$ cat config.mk
export PLATFORM = sky130hd
export DESIGN_NAME = fpro_bridge_ctrl
export DESIGN_NICKNAME = d
export VERILOG_FILES = /design/src/rtl/fpro_bridge_ctrl.sv
export SDC_FILE = /design/constraint.sdc
export NUM_CORES = 1
export LEC_CHECK = 0
export CELL_PAD_IN_SITES_DETAIL_PLACEMENT = 0
export CELL_PAD_IN_SITES_GLOBAL_PLACEMENT = 1
export CORE_MARGIN = 2
export CORE_UTILIZATION = 31
export DETAILED_ROUTE_END_ITERATION = 8
export PLACE_DENSITY_LB_ADDON = 0.1
export SLEW_MARGIN = 20
export SYNTH_ARGS = -nofsm -noshare
export SYNTH_HDL_FRONTEND = slang
export SYNTH_SLANG_ARGS = --single-unit
$ cat constraint.sdc
create_clock -name clk -period 3.95 [get_ports clk]
set_input_delay 0.5925 -clock clk [delete_from_list [all_inputs] [get_ports clk]]
set_output_delay 0.5925 -clock clk [all_outputs]
set_load 0.005 [all_outputs]
$ cat src/rtl/fpro_bridge_ctrl.sv
// Registered single-outstanding-transaction bridge from the MCS I/O bus to the FPRO bus.
// Define FPRO_BRIDGE_UNMAPPED_RESP_EN to answer unmapped accesses and flag them in err_unmapped.
module fpro_bridge_ctrl #(
  parameter logic [31:0] BRG_BASE = 32'hC000_0000,
  parameter int          NUM_CS   = 2,
  parameter int          ADDR_W   = 21,
  parameter int          RD_LAT   = 1
) (
  input  logic              clk,
  input  logic              reset,
  input  logic              io_addr_strobe,
  input  logic              io_read_strobe,
  input  logic              io_write_strobe,
  input  logic [3:0]        io_byte_enable,
  input  logic [31:0]       io_address,
  input  logic [31:0]       io_write_data,
  output logic [31:0]       io_read_data,
  output logic              io_ready,
  output logic [NUM_CS-1:0] fp_cs,
  output logic              fp_wr,
  output logic              fp_rd,
  output logic [ADDR_W-1:0] fp_addr,
  output logic [3:0]        fp_be,
  output logic [31:0]       fp_wr_data,
  input  logic [31:0]       fp_rd_data,
  input  logic              err_clr,
  output logic              err_unmapped
);
  localparam int         CS_W     = (NUM_CS > 1) ? $clog2(NUM_CS) : 1;
  localparam logic [3:0] LAT_INIT = 4'(RD_LAT - 1);

  typedef enum logic [1:0] {IDLE, ACCESS, RDWAIT, RESP} state_t;

  state_t            state;
  logic              is_wr;
  logic [3:0]        lat_cnt;
  logic              start;
  logic              hit;
  logic [CS_W-1:0]   cs_idx;
  logic [NUM_CS-1:0] cs_onehot;
  logic              unused_bits;

  assign start  = (state == IDLE) && io_addr_strobe && (io_read_strobe || io_write_strobe);
  assign hit    = (io_address[31:24] == BRG_BASE[31:24]);
  // A single region takes every hit; otherwise the top bits below the base byte pick the region.
  assign cs_idx = (NUM_CS > 1) ? io_address[23 -: CS_W] : '0;

  always_comb begin
    cs_onehot = '0;
    for (int i = 0; i < NUM_CS; i++) cs_onehot[i] = (cs_idx == CS_W'(i));
  end

  assign unused_bits = ^{io_address, err_clr};

`ifndef FPRO_BRIDGE_UNMAPPED_RESP_EN
  assign err_unmapped = 1'b0;
`endif

  // NOTE: every register below is written with <= so all flops sample the same pre-edge values.
  always_ff @(posedge clk or posedge reset) begin
    if (reset) begin
      state        <= IDLE;
      is_wr        <= 1'b0;
      lat_cnt      <= 4'd0;
      io_read_data <= '0;
      io_ready     <= 1'b0;
      fp_cs        <= '0;
      fp_wr        <= 1'b0;
      fp_rd        <= 1'b0;
      fp_addr      <= '0;
      fp_be        <= '0;
      fp_wr_data   <= '0;
`ifdef FPRO_BRIDGE_UNMAPPED_RESP_EN
      err_unmapped <= 1'b0;
`endif
    end else begin
      io_ready <= 1'b0;
      fp_wr    <= 1'b0;
      fp_rd    <= 1'b0;
`ifdef FPRO_BRIDGE_UNMAPPED_RESP_EN
      if (err_clr) err_unmapped <= 1'b0;
`endif
      case (state)
        IDLE: begin
          if (start) begin
            is_wr <= io_write_strobe;
            if (hit) begin
              state      <= ACCESS;
              fp_cs      <= cs_onehot;
              fp_addr    <= io_address[ADDR_W+1:2];
              fp_be      <= io_byte_enable;
              fp_wr_data <= io_write_data;
              fp_wr      <= io_write_strobe;
              fp_rd      <= !io_write_strobe;
            end
`ifdef FPRO_BRIDGE_UNMAPPED_RESP_EN
            else begin
              // Set is written after the clear above, so a simultaneous err_clr loses.
              state        <= RESP;
              io_ready     <= 1'b1;
              err_unmapped <= 1'b1;
              if (!io_write_strobe) io_read_data <= '0;
            end
`endif
          end
        end
        ACCESS: begin
          if (is_wr) begin
            state      <= RESP;
            io_ready   <= 1'b1;
            fp_cs      <= '0;
            fp_addr    <= '0;
            fp_be      <= '0;
            fp_wr_data <= '0;
          end else begin
            state   <= RDWAIT;
            lat_cnt <= LAT_INIT;
          end
        end
        RDWAIT: begin
          if (lat_cnt == 4'd0) begin
            state        <= RESP;
            io_ready     <= 1'b1;
            io_read_data <= fp_rd_data;
            fp_cs        <= '0;
            fp_addr      <= '0;
            fp_be        <= '0;
            fp_wr_data   <= '0;
          end else begin
            lat_cnt <= lat_cnt - 4'd1;
          end
        end
        RESP:    state <= IDLE;
        default: state <= IDLE;
      endcase
    end
  end
endmodule

==> impl_metrics.py <==
metrics = {
    "status": {
        "status": "finished clean",
    },
    "routing": {
        "drcViolationCount": 0,
        "drt_wl_total_um": 9690,
        "vias": 2916,
        "detail_route.wl_per_cell_um": 15.2,
        "antenna_left": 0,
        "firstDrtPassIters": 4,
        "vias_per_cell": 4.57,
        "drt_iter0_drc": 117,
    },
    "floorplan": {
        "fp.dieH_um": 117,
        "die_area_um2": 13600,
        "die_w_um": 117,
        "rows": 41,
        "core_um2": 12500,
        "start_util": 0.315,
        "io_pins": 201,
    },
    "finish": {
        "fin_nets": 575,
        "final_cells": 638,
        "mostFrequentLayoutCell": "clkdlybuf4s50_1",
        "antenna_cells": 0,
        "area_growth_pct": 61.2,
        "drive_gt1_frac": 0.127,
        "fillCellCount": 1173,
        "layout_common_cells": "clkdlybuf4s50_1 (196), dfrtp_1 (101), a22o_1 (62), mux2_2 (32), clkbuf_16 (9)",
    },
    "yosys": {
        "synthesis.area_um2": 3940,
        "synth_xor_area_frac": 0,
        "yosysUniqueCellTypes": 31,
        "ys_seq_elements": 101,
        "synth_nets": 382,
        "synth_top_family_by_area": "compound AO/OA/AOI/OAI gates",
        "synthTopCellsByArea": "dfrtp_1 (64%), a22o_1 (14%), mux2_2 (9.1%), ha_1 (2.2%), buf_4 (1.1%)",
        "avgSynthCellArea_um2": 14.6,
        "synth_top_area_share": 0.641,
        "yosysSeqAreaShare": 0.641,
        "synth-simple-area-share": 0.0349,
        "synth_area_leader_cell": "dfrtp_1",
        "synthAdderAreaFrac": 0.0222,
        "synthesis.yosys.warnings": 0,
        "synthMuxAreaShare": 0.0965,
        "synthCells": 269,
        "synth_compound_area_frac": 0.164,
    },
    "timing": {
        "slew_headroom": 0.495,
        "hold_viol": 0,
        "worst_slew_pin_slew_ns": 0.757,
        "finalSetupViolations": 0,
        "max_freq_ghz": 0.361,
        "period_share": 0.701,
        "rsz0062_at_grt": "no",
        "drv_slew": 0,
        "post-route-min-period_ns": 2.77,
        "setup_tns_ns": 0,
        "skew_ns": 0.00947,
    },
    "run": {
        "maxCapViolations": 0,
    },
    "pwr": {
        "power_leakage_nw": 2.72,
        "power.density_nw_per_um2": 761,
        "peakVddDrop_mv": 0.696,
    },
    "grt": {
        "antenna_found_initial": 0,
        "first_global_vias": 2896,
        "grt_max_degree": 87,
        "grt_pass1_wl_um": 14700,
        "grt_util_all_layers": 0.140,
        "overflow": 0,
    },
    "clocking": {
        "cts_max_level": 3,
        "path_clk_slew_ns": 0.07,
        "clock_sinks": 101,
        "post_cts_buffers": 0,
        "root_buffer": "clkbuf_16",
        "cts_hold_buf": 0,
        "numCtsBuffers": 9,
        "clk_path_buf_depth": 2,
        "cts.repair.resized": 0,
        "clkLatencyLatePin_ns": 0.34,
        "cts_tree": "yes",
    },
    "critical_path": {
        "slowest_stage": "or4_4",
        "start_kind": "primary input",
        "critPathBufInv": 2,
        "cp_data_arrival_time_ns": 3.04,
        "path_cells": "clkdlybuf4s50_1 > or4_4 > o41ai_4 > and4b_2 > buf_4 > a22o_1",
        "endpoint_kind": "flip-flop",
        "crit_required_ns": 4.22,
        "crit_fanout": 59,
        "slowest_delay_ns": 0.55,
        "cp_top_family": "buffers and inverters",
        "path_class": "in -> reg",
    },
    "placed_design": {
        "portBuffers": 196,
        "gp_congestion": 0.734,
        "dpl.cell_count": 623,
        "hpwl_um": 6740,
    },
    "hold_path": {
        "hp-class": "reg -> reg",
    },
}
==> through the flow <==
stage	setup slack (ns)	hold WS, ns	area (µm²)	power [mW]	util
2_1_floorplan	0.710	0.489	3940	2.92	-
3_3_place_gp	0.847	0.487	6030	3.91	0.482
3_5_place_dp	0.834	0.491	6030	3.96	0.482
4_1_cts	1.18	0.509	6350	4.92	0.507
5_1_grt	1.10	0.517	6350	5.17	0.507
6_report	1.18	0.501	6350	4.84	0.507
==> synth_stat cells <==
cell,instances
dfrtp_1,101
a22o_1,62
mux2_2,32
inv_1,9
ha_1,7
buf_4,6
clkbuf_1,5
o21ai_0,5
buf_2,4
nand2_1,4
nand3_1,4
a21oi_1,3
nor2_1,3
a31oi_1,2
and2_1,2
buf_6,2
mux2i_1,2
nor3_1,2
or2_2,2
and4b_1,1
buf_8,1
conb_1,1
nand3_2,1
nor4b_1,1
o211ai_1,1
o221ai_1,1
o32ai_1,1
o41ai_4,1
or3b_2,1
or4_1,1
or4_4,1
==> registers in the layout, summed over array words and instances (netlist names) <==
signal	cells
fp_wr_data	32
io_read_data	32
fp_addr	21
fp_be	4
lat_cnt	4
fp_cs	2
state	2
fp_rd	1
fp_wr	1
io_ready	1
is_wr	1
==> cell families after synthesis <==
family | Yosys count
multiplexers | 34
flip-flops | 101
AND/OR/NAND/NOR | 23
other | 1
adder cells (fa/ha/maj) | 7
buffers and inverters | 27
AO/OA/AOI/OAI | 76
==> power breakdown <==
part           switching [mW]  leakage, nW  internal [mW]  total (mW)
Sequential              0.211         1.28           1.46        1.67
Combinational           0.895         1.29           1.33        2.22
Clock                   0.370        0.152          0.568       0.938
Total                    1.48         2.72           3.36        4.84
==> worst reg2reg max path: stages, from the launching register on <==
cell	delay, ns
dfrtp_1	0.42
inv_1	0.13
ha_1	0.24
o211ai_1	0.21
o41ai_4	0.50
and4b_2	0.27
buf_4	0.50
a22o_1	0.28
==> routing by layer <==
layer  global-route usage  wire length [µm]  up-vias
met2                0.211              4350      123
met5                    0                 0        -
met1                0.183              4320     1401
met3               0.0436               846       11
li1                     -                 -     1381
met4               0.0659               173        0
==> path summary, 6_finish.rpt <==
check	startpoint	to	slack, ns	depth (start not counted)
worst max-delay path	io_address[25]	fp_wr_data[9]$_DFFE_PP0P_	1.18	6
worst min-delay path	fp_wr_data[13]$_DFFE_PP0P_	fp_wr_data[13]$_DFFE_PP0P_	0.50	1
worst max register to register	state[1]$_DFFE_PP0P_	fp_wr_data[9]$_DFFE_PP0P_	1.34	7
worst min register to register	fp_wr_data[13]$_DFFE_PP0P_	fp_wr_data[13]$_DFFE_PP0P_	0.50	1
max in group asynchronous	reset	fp_wr_data[25]$_DFFE_PP0P_	2.44	3
min in group asynchronous	reset	fp_wr_data[7]$_DFFE_PP0P_	0.78	2
==> layout make-up <==
type / instances / area, µm² / area share
tap: 172 / 215 / 0.0339
inverter: 9 / 38.8 / 0.00611
timing repair buffer: 200 / 1990 / 0.314
sequential: 101 / 2530 / 0.398
multi-input combinational: 141 / 1260 / 0.199
clock inverter: 4 / 72.6 / 0.0114
clock buffer: 11 / 243 / 0.0382
Power figures use the tool's default switching activity.
==> RTL change: new RTL, same settings <==
Make the reset (`reset`) synchronous in one clocked block.
--- a/src/rtl/fpro_bridge_ctrl.sv
+++ b/src/rtl/fpro_bridge_ctrl.sv
@@ -59,3 +59,3 @@
   // NOTE: every register below is written with <= so all flops sample the same pre-edge values.
-  always_ff @(posedge clk or posedge reset) begin
+  always_ff @(posedge clk) begin
     if (reset) begin
Function: differs if reset is asserted again (counterexample within 4 cycles, from zero or initial values and one cycle with reset high); with reset held inactive, the same outputs for 4 cycles.
==> RTL change against the unedited design <==
Register-to-register slack better by 0.09 ns; sequential cell count unchanged; worst setup slack better by 0.18 ns; final area up 2.3%; hold slack worse by 0.049 ns; critical endpoint is now fp_wr_data[28]$_SDFFE_PP0P_; routed wire length up 35%; area after synthesis up 4.7%.
Power is not compared: it rests on default switching activity, and its combinational part moved more than twofold at a synthesized area within 25%.
==> RTL change: results (changes against the unedited design) <==
[outcome]
status=finished, final reports clean  ; unchanged

[timing]
finClkSkew_ns=0.00585  ; was 0.00947 ns
slew_headroom_pct=52.3  ; was 49.5%

[logic_synthesis]
synthAdderAreaFrac_pct=2.12  ; was 2.22%
yosys-top-cells-count=101 x dfxtp_1, 91 x a21oi_1, 66 x nand2_1  ; was 101 x dfrtp_1, 62 x a22o_1, 32 x mux2_2
synth_ff_type=dfxtp_1  ; was dfrtp_1
syn_nets=594  ; was 382
async_reset_ff_share_pct=0  ; was 100%
synth_cell_type_count=34  ; was 31
syn_avg_cell_area_um2=8.58  ; was 14.6 µm²
synth_xor_area_share_pct=0.425  ; was 0%
synth_seq_area_share_pct=49.0  ; was 64.1%
synth-compound-area-share_pct=20.8  ; was 16.4%
synth.area.mux_share_pct=0  ; was 9.65%

[placement]
hpwl_um=8320  ; was 6740 µm
placedCellCount=812  ; was 623
pre_cts_ws_ns=1.01  ; was 0.834 ns
gp_congestion=0.757  ; was 0.734

[grt]
grt_pass1_vias=3934  ; was 2,896
grt_pass1_wl_um=20400  ; was 14,700 µm
gr-usage-all-layers_pct=17.8  ; was 14.0%
grt_max_degree=69  ; was 87

[cells_and_area]
drive_above_1_share_pct=4.45  ; was 12.7%
fin_cells=827  ; was 638
fillers=1281  ; was 1,173
nNetsFinal=760  ; was 575

[critical_path]
critPathArrivalTime_ns=2.78  ; was 3.04 ns
path_max_fanout=31  ; was 59
reg2reg_from=state[1]$_SDFFE_PP0P_  ; was state[1]$_DFFE_PP0P_

[drt]
first_iter_violations=224  ; was 117
vias_per_cell=5.05  ; was 4.57
routed_wl_um=13100  ; was 9690 µm

[clock_tree]
insertion_delay_ns=0.34  ; about the same
ctsRootBufferMaster=clkbuf_16  ; unchanged

[min_path]
hold_start=io_read_data[1]$_SDFFE_PP0P_  ; was fp_wr_data[13]$_DFFE_PP0P_

[RTL change: path summary, 6_finish.rpt]
path / endpoint / slack, ns / depth (start not counted)
max: fp_wr_data[28]$_SDFFE_PP0P_ / 1.36 / 6
min: io_read_data[1]$_SDFFE_PP0P_ / 0.45 / 2
max reg2reg: fp_addr[15]$_SDFFE_PP0P_ / 1.43 / 7
min reg2reg: io_read_data[1]$_SDFFE_PP0P_ / 0.45 / 2
[RTL change: routing by layer]
metal | GRT usage (%) | vias to the layer above | routed length [µm]
li1 | - | 2045 | -
met1 | 22.1 | 1961 | 5610
met2 | 28.7 | 149 | 6160
met3 | 5.75 | 19 | 1050
met4 | 7.21 | 0 | 293
met5 | 0 | - | 0
[RTL change: cell type report]
type                       instances  share of cell area [%]
clock buffer                      14                    4.22
clock inverter                     1                  0.0771
inverter                           5                   0.289
multi-input combinational        325                    29.7
sequential                       101                    31.1
tap                              176                    3.39
timing repair buffer             205                    31.2
[RTL change: cell families (layout without fill, tap and decap cells)]
logic type                 count (synthesis)  after routing
buffers and inverters                     55            225
xor gates and xnor gates                   2              2
other                                      1              1
DFF                                      101            101
and+or+nand+nor                          152            152
adders and majority gates                  7              7
AOI/OAI and AO/OA                        163            163
[RTL change: stage by stage]
step,power (mW),hold WS (ns),cell area (µm²),utilization [%]
5_1_grt,3.44,0.467,6490,49.4
4_1_cts,3.29,0.455,6490,49.4
6_report,3.25,0.453,6490,49.4
3_5_place_dp,2.43,0.448,6210,47.3
2_1_floorplan,1.79,0.453,4130,-
3_3_place_gp,2.42,0.441,6210,47.3
[RTL change: worst max-delay path, cell delays in order]
cell,delay [ns]
clkdlybuf4s50_1,0.40
or4_4,0.58
o31a_2,0.58
buf_4,0.32
o21ai_0,0.20
a21oi_1,0.09
[RTL change: power by group through the flow]
stage,registers (mW),logic [mW],clock network [mW]
after global routing,1.34,1.19,0.913
after global placement,1.33,1.09,0
final,1.31,1.09,0.844
after CTS,1.32,1.10,0.872
after detailed placement,1.34,1.10,0
after floorplan,1.35,0.448,0
